### src/rtl/qspi_rx_deserializer.sv
// rtl/qspi_rx_deserializer.sv - QSPI receive deserializer packing 1/2/4-lane samples into words behind a valid/ready holding register
module qspi_rx_deserializer #(
    parameter int DATA_W = 32,
    parameter int BCNT_W = $clog2(DATA_W/8)+1
) (
    input  logic                     clk,
    input  logic                     rst_n,
    input  logic                     clear,
    input  logic                     sample_en,
    input  logic [1:0]               lane_mode,
    input  logic                     flush,
    input  logic [3:0]               qspi_io,
    output logic [DATA_W-1:0]        rx_data,
    output logic [BCNT_W-1:0]        rx_bytes,
    output logic                     rx_valid,
    input  logic                     rx_ready,
    output logic                     overflow,
    output logic [$clog2(DATA_W):0]  bit_cnt
);

    localparam int CNT_W = $clog2(DATA_W)+1;

    logic [DATA_W-1:0] sr;
    logic [DATA_W-1:0] shifted;
    logic [DATA_W-1:0] sr_eff;
    logic [CNT_W-1:0]  n;
    logic [CNT_W-1:0]  cnt_sum;
    logic [CNT_W-1:0]  cnt_eff;
    logic              do_sample;
    logic              word_done;
    logic              flush_emit;
    logic              restart;
    logic              cand_valid;
    logic [DATA_W-1:0] cand_data;
    logic [BCNT_W-1:0] cand_bytes;
    logic              can_load;

    always_comb begin
        n       = '0;
        shifted = sr;
        case (lane_mode)
            2'b00: begin
                n       = CNT_W'(1);
                shifted = {sr[DATA_W-2:0], qspi_io[1]};
            end
            2'b01: begin
                n       = CNT_W'(2);
                shifted = {sr[DATA_W-3:0], qspi_io[1:0]};
            end
            2'b10: begin
                n       = CNT_W'(4);
                shifted = {sr[DATA_W-5:0], qspi_io[3:0]};
            end
            default: begin
                n       = '0;
                shifted = sr;
            end
        endcase
    end

    // The shift register is zeroed on every restart, so bits above the count
    // are always zero and a flushed word only needs the residual bits shifted out.
    always_comb begin
        do_sample  = sample_en && (lane_mode != 2'b11);
        cnt_sum    = bit_cnt + n;
        sr_eff     = do_sample ? shifted : sr;
        cnt_eff    = do_sample ? cnt_sum : bit_cnt;
        word_done  = do_sample && (cnt_sum >= CNT_W'(DATA_W));
        flush_emit = flush && !word_done && (cnt_eff >= CNT_W'(8));
        restart    = word_done || flush;
        cand_valid = word_done || flush_emit;
        cand_data  = word_done ? sr_eff : (sr_eff >> cnt_eff[2:0]);
        cand_bytes = word_done ? BCNT_W'(DATA_W/8) : BCNT_W'(cnt_eff >> 3);
        can_load   = !rx_valid || rx_ready;
    end

    always_ff @(posedge clk or negedge rst_n) begin
        if (!rst_n) begin
            sr       <= '0;
            bit_cnt  <= '0;
            rx_data  <= '0;
            rx_bytes <= '0;
            rx_valid <= 1'b0;
            overflow <= 1'b0;
        end else if (clear) begin
            sr       <= '0;
            bit_cnt  <= '0;
            rx_data  <= '0;
            rx_bytes <= '0;
            rx_valid <= 1'b0;
            overflow <= 1'b0;
        end else begin
            if (restart) begin
                sr      <= '0;
                bit_cnt <= '0;
            end else if (do_sample) begin
                sr      <= shifted;
                bit_cnt <= cnt_sum;
            end

            if (cand_valid) begin
                if (can_load) begin
                    rx_data  <= cand_data;
                    rx_bytes <= cand_bytes;
                    rx_valid <= 1'b1;
                end else begin
                    overflow <= 1'b1;
                end
            end else if (rx_valid && rx_ready) begin
                rx_valid <= 1'b0;
            end
        end
    end

endmodule

### config.mk
export PLATFORM = sky130hd
export DESIGN_NAME = qspi_rx_deserializer
export DESIGN_NICKNAME = d
export VERILOG_FILES = /design/src/rtl/qspi_rx_deserializer.sv
export SDC_FILE = /design/constraint.sdc
export NUM_CORES = 1
export LEC_CHECK = 0
export CAP_MARGIN = 20
export CORE_AREA = 2 2 145 112
export CTS_CLUSTER_SIZE = 14
export DETAILED_ROUTE_END_ITERATION = 7
export DIE_AREA = 0 0 147 114
export SLEW_MARGIN = 20
export SYNTH_ARGS = -nofsm -noshare
export SYNTH_HDL_FRONTEND = slang
export SYNTH_SLANG_ARGS = --single-unit
export TNS_END_PERCENT = 10
### constraint.sdc
create_clock -name clk -period 5.4 [get_ports clk]
set_input_delay 1.35 -clock clk [delete_from_list [all_inputs] [get_ports clk]]
set_output_delay 1.35 -clock clk [all_outputs]
set_load 0.02 [all_outputs]
# After elaboration in Yosys (flattened, before gate mapping)
# Cells that the tools add are included.
[word_totals]
n_memories = 0
romBits = 0
ram_bits = 0
output_inout_bits = 43
wordCells = 55
reg_bits = 75
latch_bits = 0
[classes]
order_cmp = 2
n_shift = 1
n_mux = 23
addsub = 1
div = 0
bitwise = 0
mul = 0
n_eq_ne = 5
n_reduce_logical = 17
[op_table]
columns = ["cell", "count"]
rows = [
  ["32-bit 2-to-1 mux", 7],
  ["32-bit one-hot mux with 3 select lines", 1],
  ["32-bit by 3-bit >> shifter with 32-bit output", 1],
  ["6-bit 2-to-1 mux", 3],
  ["3-bit 2-to-1 mux", 4],
  ["3-bit one-hot mux with 3 select lines", 1],
  ["1-bit 2-to-1 mux", 7],
  ["6-bit adder", 1],
  ["6-bit by 4-bit greater-or-equal comparator with 1-bit output (second input constant)", 1],
  ["6-bit greater-or-equal comparator (second input constant)", 1],
  ["2-bit AND reduction", 3],
  ["1-bit logical AND", 5],
  ["2-bit != test (second input constant)", 2],
  ["2-bit nonzero test", 2],
  ["1-bit logical OR", 3],
  ["3-bit by 2-bit != test with 1-bit output (second input constant)", 1],
  ["3-bit nonzero test", 1],
  ["2-bit by 1-bit == test with 1-bit output (second input constant)", 1],
  ["2-bit == test (second input constant)", 1],
  ["1-bit zero test", 2],
  ["2-bit zero test", 1],
]

# Longest topological paths before layout
# Gate-level depths: netlist of run 1.
[depth]
ltp_word = 11
ltp_mapped = 15
ltp_nobuf = 11

# Worst setup path before layout of run 1
# No wires, ideal clock.
[synth_path]
kind = "in2reg"
from = "in lane_mode[1]"
to = "reg rx_data[25]"
stages = 12
arrival_ns = 3.855
path_buffers = 3
setup_time_ns = 0.122
path_slack_ns = 1.423
path_cell_list = "buf_4 > buf_4 > clkbuf_1 > nand2b_1 > inv_1 > ha_1 > a211oi_1 > nor3_2 > mux2_2 > nor2_1 > a22oi_1 > a32o_1"
[synth_between]
elab_chain_cells = 11
elab_cells_between_ends = 24
[synth_rtl]
columns = ["element", "line", "source"]
rows = [
  ["start, declared", "10", "input logic [1:0] lane_mode,"],
  ["2-bit == test (tied with other cells)", "41", "case (lane_mode)"],
  ["3-bit one-hot mux with 3 select lines", "41", ""],
  ["6-bit adder", "65", "cnt_sum = bit_cnt + n;"],
  ["6-bit greater-or-equal comparator", "68", "word_done = do_sample && (cnt_sum >= CNT_W'(DATA_W));"],
  ["1-bit logical AND", "68", ""],
  ["1-bit zero test", "69", "flush_emit = flush && !word_done && (cnt_eff >= CNT_W'(8));"],
  ["1-bit logical AND (2 in a row)", "69", ""],
  ["1-bit logical OR", "71", "cand_valid = word_done || flush_emit;"],
  ["2-bit nonzero test (no source line)", "n/a", ""],
  ["2-bit AND reduction (no source line)", "n/a", ""],
  ["end signal, assigned", "103", "rx_data <= cand_data;"],
  ["end, declared", "13", "output logic [DATA_W-1:0] rx_data,"],
]
# Parallel ways exist; a longest one is shown, timed or not. The select of a mux whose other input is x is not followed.
# A chain may end at the register's enable or synchronous reset.

# Final worst setup path of run 1
[layout_path]
from = "in lane_mode[0]"
to = "reg rx_data[4]"
# The elaborated chain is that of the path after synthesis.

==> key figures, run 1 <==
STA
  – Max-slew headroom: 30.96%
  – Slew @ Worst Pin: slightly above 1 ns
  – Maximum clock frequency: 243.6 MHz
  – Final setup viols: 0
  – Slew Viols, Final: 0
  – Final period util: 76.04%
  – RSZ-0062 raised after global routing: no
  – Worst Clk Skew: 0.008688 ns
  – Final hold violations: 0
  – Setup TNS: 0 ns
  – Tmin final: slightly above 4 ns

Hold path
  – Hold Path Cell Cnt: 2
  – Hold/Removal Path Class: reg -> reg

Die
  – Initial Utilization: a little over a third
  – Core box area: roughly 16000 um2
  – Die span in x: 147 um
  – Die height: approximately 110 um
  – Die area: 16760 um2
  – IO Pins: between 50 and 60
  – Row cnt: 40

Job
  – Max-cap viol count: 0

Power and ir drop
  – VDD IR max: 0.1547 mV
  – PD cells: 247.1 nW/um2
  – Leakage: 0.002694 uW

CTS
  – Setup bufs post-CTS: 0
  – Htree depth: 3
  – Maximum root-to-sink buffer count: 2
  – Inserted Clock Buffers: 9
  – TritonCTS clock tree: built
  – # clock sinks: 75
  – Post-CTS resize count: 0
  – Root Buffer: clkbuf_16
  – Clock Latency Late Sink: between 0.3 and 0.4 ns
  – Hold_buf cts: 0
  – Clock transition at path regs: approximately 0.060 ns

Detailed routing
  – WL final: 18490 um
  – ANT nets after route: 0
  – Total number of vias: 5705
  – Wire per inst: 20.01 um
  – # DRC: 0
  – Via/cell ratio: 6.174
  – Initial DRC count: 779
  – DR pass1 iterations: 6

Outcome
  – Outcome: finished clean

Cells and area
  – Commonest cells after routing, fill and taps aside: o21ai_0, nand2_1, nor2_1
  – Layout cell share with drive strength beyond 1: 9.524%
  – Nets@finish: roughly 730
  – Commonest non-fill, non-tap cell in the layout: o21ai_0
  – Diodes inserted: 0
  – Synth-to-layout area growth: 17.96%
  – Non-filler cells, final: 924
  – FILL cells: 1555

Worst setup path
  – CP Launch Type: primary input
  – Worst Path Required: between 5 and 6 ns
  – Setup CP Type: in -> reg
  – CP arrival: 4.36 ns
  – FF-to-FF path depth: 11
  – Crit. End Element: register
  – Worst-path fanout max: 17

Placed design
  – Final HPWL from detailed placement: 12820 um
  – IO buf count: between 50 and 60
  – Post-Place Cells: 907
  – Routability Congestion: approximately 0.95

Logic synthesis
  – Synth Area in Compound Gates: 30.31%
  – EDFF count, synth: 0
  – Yosys cell types: 58
  – Yosys reg bits: 75
  – Syn avg cell area: roughly 8.2 um2
  – Async set-reset flop share out of synthesis: 100.0%
  – Syn_nets: 698
  – Mux contribution to synthesized area: around an eighth
  – Largest family of logic cells by synthesized area: compound AO/OA/AOI/OAI gates
  – Netlist Area Pre-Place: 5594 um2
  – Primary FF master, synth: dfrtp_1
  – Synth Area in Adders: 1.029%
  – Post-synthesis xor/xnor area fraction: less than 1%
  – Synthesis Warnings: 0
  – Area share of and/or/nand/nor cells after synthesis: 15.34%
  – Cells after Synth: 682
  – Post-synthesis sequential area ratio: 33.55%

Global routing
  – First-pass GRT wire length: 29940 um
  – Remaining global-route overflow: 0
  – Met2 Track Usage GR: 32.08%
  – GRT Total Usage: 22.40%
  – Met3 Use GR: 5.640%
  – GR peak layer: met1
  – Largest net degree at the start of global routing: 76
  – GR Layer Usage met1: between 30% and 40%
  – Vias in the first global route: 5425
  – Initial antenna violation count: 0
power by group:
| group | internal, uW | switching [uW] | total, uW |
|---|---|---|---|
| combinational | 128 | 235 | 363 |
| clock | 408 | 260 | 668 |
| sequential | 580 | 19.7 | 600 |
layout make-up:
cell class | instances | area [um2] | share of cell area, %
repair buffers | 73 | 690.7 | 10.47
multi-input cells | 544 | 3420 | 51.82
clock buffers | 9 | 225.2 | 3.413
inverters | 6 | 22.52 | 0.3413
flip-flops and latches | 75 | 1877 | 28.44
clock inverters | 7 | 101.3 | 1.536
well taps | 210 | 262.8 | 3.982
synth_stat cells (3+ instances only):
library cell | instances | area [um2]
o21ai_0 | 89 | 445.4
nand2_1 | 84 | 315.3
nor2_1 | 82 | 307.8
dfrtp_1 | 75 | 1877
mux2i_1 | 53 | 530.5
o22ai_1 | 33 | 206.5
clkbuf_1 | 26 | 97.59
buf_2 | 20 | 100.1
o21ai_1 | 19 | 95.09
o21a_1 | 18 | 135.1
mux2_2 | 17 | 191.4
a21oi_1 | 15 | 75.07
a211oi_1 | 14 | 105.1
nand3_1 | 12 | 60.06
a22oi_1 | 10 | 75.07
nor2b_1 | 10 | 62.56
a22o_1 | 8 | 70.07
buf_4 | 8 | 60.06
a221o_1 | 7 | 70.07
a21o_1 | 5 | 37.54
inv_1 | 5 | 18.77
o2bb2ai_1 | 5 | 43.79
o32ai_1 | 5 | 43.79
a222oi_1 | 4 | 40.04
a32o_1 | 4 | 40.04
nand2b_1 | 4 | 25.02
o221ai_1 | 4 | 35.03
a31oi_1 | 3 | 18.77
ha_1 | 3 | 37.54
nor3_1 | 3 | 15.01
xor2_1 | 3 | 26.28
path summary, 6_finish.rpt:
kind                               endpoint          from  slack [ns]
worst max register to register   rx_data[4]    bit_cnt[0]        2.29
worst min-delay path            rx_data[14]   rx_data[14]        0.49
max in group asynchronous       rx_data[12]         rst_n        3.93
worst min register to register  rx_data[14]   rx_data[14]        0.49
worst max-delay path             rx_data[4]  lane_mode[0]        1.29
min in group asynchronous             sr[1]         rst_n        0.87
worst max-delay path, stage by stage:
cell	delay [ns]
buf_2	0.10
nand2b_1	0.32
inv_1	0.09
ha_1	0.33
nor2b_1	0.14
o21ai_0	0.39
xor2_1	0.15
a31o_2	0.32
nor2_1	0.47
buf_4	0.34
o21ai_0	0.12
o21ai_0	0.22
sequential cells by signal, summed over array words and instances, names as in the netlist:
name      cells
rx_data      32
sr           32
bit_cnt       6
rx_bytes      3
overflow      1
rx_valid      1
cell families (layout without fill, tap and decap cells):
logic type | after synthesis | count (layout)
AO/OA/AOI/OAI | 259 | 259
XOR/XNOR | 5 | 5
adder cells (fa/ha/maj) | 4 | 4
buffers and inverters | 63 | 95
flip-flops | 75 | 75
multiplexers | 71 | 71
AND/OR/NAND/NOR | 205 | 205
metal layers:
layer / share of wire [%] / routed length (um)
met5: 0 / 0
met4: 2.3 / 431
met3: 9.2 / 1694
met2: 41 / 7658
met1: 47 / 8704
per-stage QoR:
step	setup WS, ns	hold WS [ns]	util, %	area, um2	power, uW
finish	1.294	0.4911	42.53	6599	1631
detailed placement	0.9925	0.4828	40.25	6245	959.3
CTS	1.350	0.4967	42.35	6571	1630
floorplan	1.423	0.5292	-	5594	842.1
global route	1.056	0.5160	42.53	6599	1696
global placement	1.059	0.4809	40.25	6245	958.2
Note: power is estimated with default switching activity, not from simulation.
==> run 2: changes to the inputs <==
clock period = 4 ns   (was 5.4 ns; I/O delays follow)
==> key figures, run 2 (synthesis results as in run 1) <==
Job
  – Max-cap viol count: 0

Power and ir drop
  – Int Power: 1591 uW
  – VDD IR max: around 0.22 mV
  – Net Sw Power: 674.8 uW
  – Leakage: 0.002772 uW
  – Reg power frac: 35.8%
  – Comb power frac: 22.2%
  – PD cells: 336.9 nW/um2
  – Clock power frac: around two fifths
  – Switch share: 29.78%

Die
  – Core box area: 15510 um2
  – Initial Utilization: 36.06%
  – Row cnt: 40
  – IO Pins: 55
  – Die height: 114 um
  – Die span in x: 147 um
  – Die area: 16760 um2

Worst setup path
  – Worst Path Required: ~4.2 ns
  – Worst R2R Start: bit_cnt[0]
  – Worst setup path startpoint: sample_en
  – Slowest stage cell, crit path: clkdlybuf4s50_1
  – Worst-path fanout max: 33
  – CP Launch Type: primary input
  – FF-to-FF path depth: 8
  – Worst path max stage delay: between 0.5 and 0.6 ns
  – Setup CP Type: in -> reg
  – Worst reg-to-reg setup slack: roughly 1.1 ns
  – Reg2reg end: rx_data[23]
  – Crit. End Element: register
  – CP cell instances: clkdlybuf4s50_1 > buf_12 > clkinv_1 > a21oi_1 > buf_4 > a22oi_1 > a32oi_1 > nand2_1 > o21ai_0 > buf_4 > o21ai_0
  – CP arrival: 3.59 ns
  – Worst setup endpoint: rx_data[4]

Cells and area
  – Layout cell share with drive strength beyond 1: 10.88%
  – Nets@finish: 737
  – Diodes inserted: 0
  – Commonest cells after routing, fill and taps aside: o21ai_0, nand2_1, nor2_1
  – Final Cell Area: approximately 6700 um2
  – Commonest non-fill, non-tap cell in the layout: o21ai_0
  – Post-layout util: 43.35%
  – Synth-to-layout area growth: 20.24%
  – Biggest regs: rx_data x32, sr x32, bit_cnt x6

Global routing
  – Largest net degree at the start of global routing: 76
  – GRT Total Usage: a little under a quarter
  – Vias in the first global route: 5414
  – First-pass GRT wire length: 31190 um
  – Remaining global-route overflow: 0
  – Initial antenna violation count: 1

Detailed routing
  – WL final: a little under 20000 um
  – DR pass1 iterations: 6
  – Wire per inst: between 20 and 25 um
  – ANT nets after route: 0
  – # DRC: 0
  – Via/cell ratio: 6.046
  – Initial DRC count: between 800 and 900
  – Total number of vias: roughly 5700

STA
  – Worst setup margin: 0.6219 ns
  – Final period util: 84.45%
  – Final setup viols: 0
  – Slew @ Worst Pin: approximately 0.76 ns
  – Maximum clock frequency: 296.0 MHz
  – Setup TNS: 0 ns
  – Final hold violations: 0
  – Worst Clk Skew: 0.007883 ns
  – Tmin final: 3.378 ns
  – RSZ-0062 raised after global routing: no
  – Max-slew headroom: about 50%
  – Slew Viols, Final: 0

Placed design
  – Routability Congestion: 0.9421
  – Final HPWL from detailed placement: 13470 um
  – Post-place setup slack: between 0.3 and 0.4 ns
  – IO buf count: 54
  – Placed Area: 6380 um2

CTS
  – # clock sinks: 75
  – Htree depth: 3
  – Root Buffer: clkbuf_16
  – Inserted Clock Buffers: 9
  – Post-CTS resize count: 0
  – Maximum root-to-sink buffer count: 2
  – Clock Latency Late Sink: 0.35 ns
  – Hold_buf cts: 0
  – Setup bufs post-CTS: 0
  – TritonCTS clock tree: built
  – Clock transition at path regs: 0.06 ns

Outcome
  – Outcome: finished clean

Hold path
  – Hold/Removal Path Class: reg -> reg
  – Hold Startpoint: rx_data[13]
[run 2: worst max-delay path: cells and delay by family]
kind	cells	cell delay [ns]
AOI/OAI and AO/OA	5	1.12
buffers and inverters	5	1.35
and+or+nand+nor	1	0.10
[run 2: cell type report]
class	count	area [um2]
clock buffer	11	242.7
inverter	6	22.52
tap	210	262.8
multi-input combinational	544	3420
clock inverter	5	100.1
timing repair buffer	85	802.0
sequential	75	1877
fill	1573	8788
[run 2: stage by stage]
stage / hold WS [ns] / power, uW / cells
4_1_cts: 0.4925 / 2273 / 936
2_1_floorplan: 0.5292 / 1137 / 682
5_1_grt: 0.5124 / 2360 / 936
6_report: 0.4862 / 2266 / 936
3_3_place_gp: 0.4751 / 1315 / 920
3_5_place_dp: 0.4791 / 1314 / 920
[run 2: how the worst min path moves through the flow]
stage | cells after the start | endpoint
floorplan | 2 | sr[31]
global placement | 2 | rx_data[15]
detailed placement | 2 | rx_data[13]
CTS | 2 | rx_data[13]
global route | 2 | rx_data[13]
finish | 2 | rx_data[13]
[run 2: power groups by stage]
stage          clock (uW)  combinational, uW  sequential [uW]
2_1_floorplan           0                305              832
3_3_place_gp            0                492              823
3_5_place_dp            0                490              824
4_1_cts               969                493              811
5_1_grt               998                547              815
6_report              951                504              812
[run 2: per-layer routing]
metal  vias up  GRT usage [%]  part of all wire, %
li1       2598              -                    -
met1      2738          35.83                   48
met2       288          34.18                   42
met3        33          5.240                  8.1
met4         2          6.090                  1.8
met5         -              0                0.036
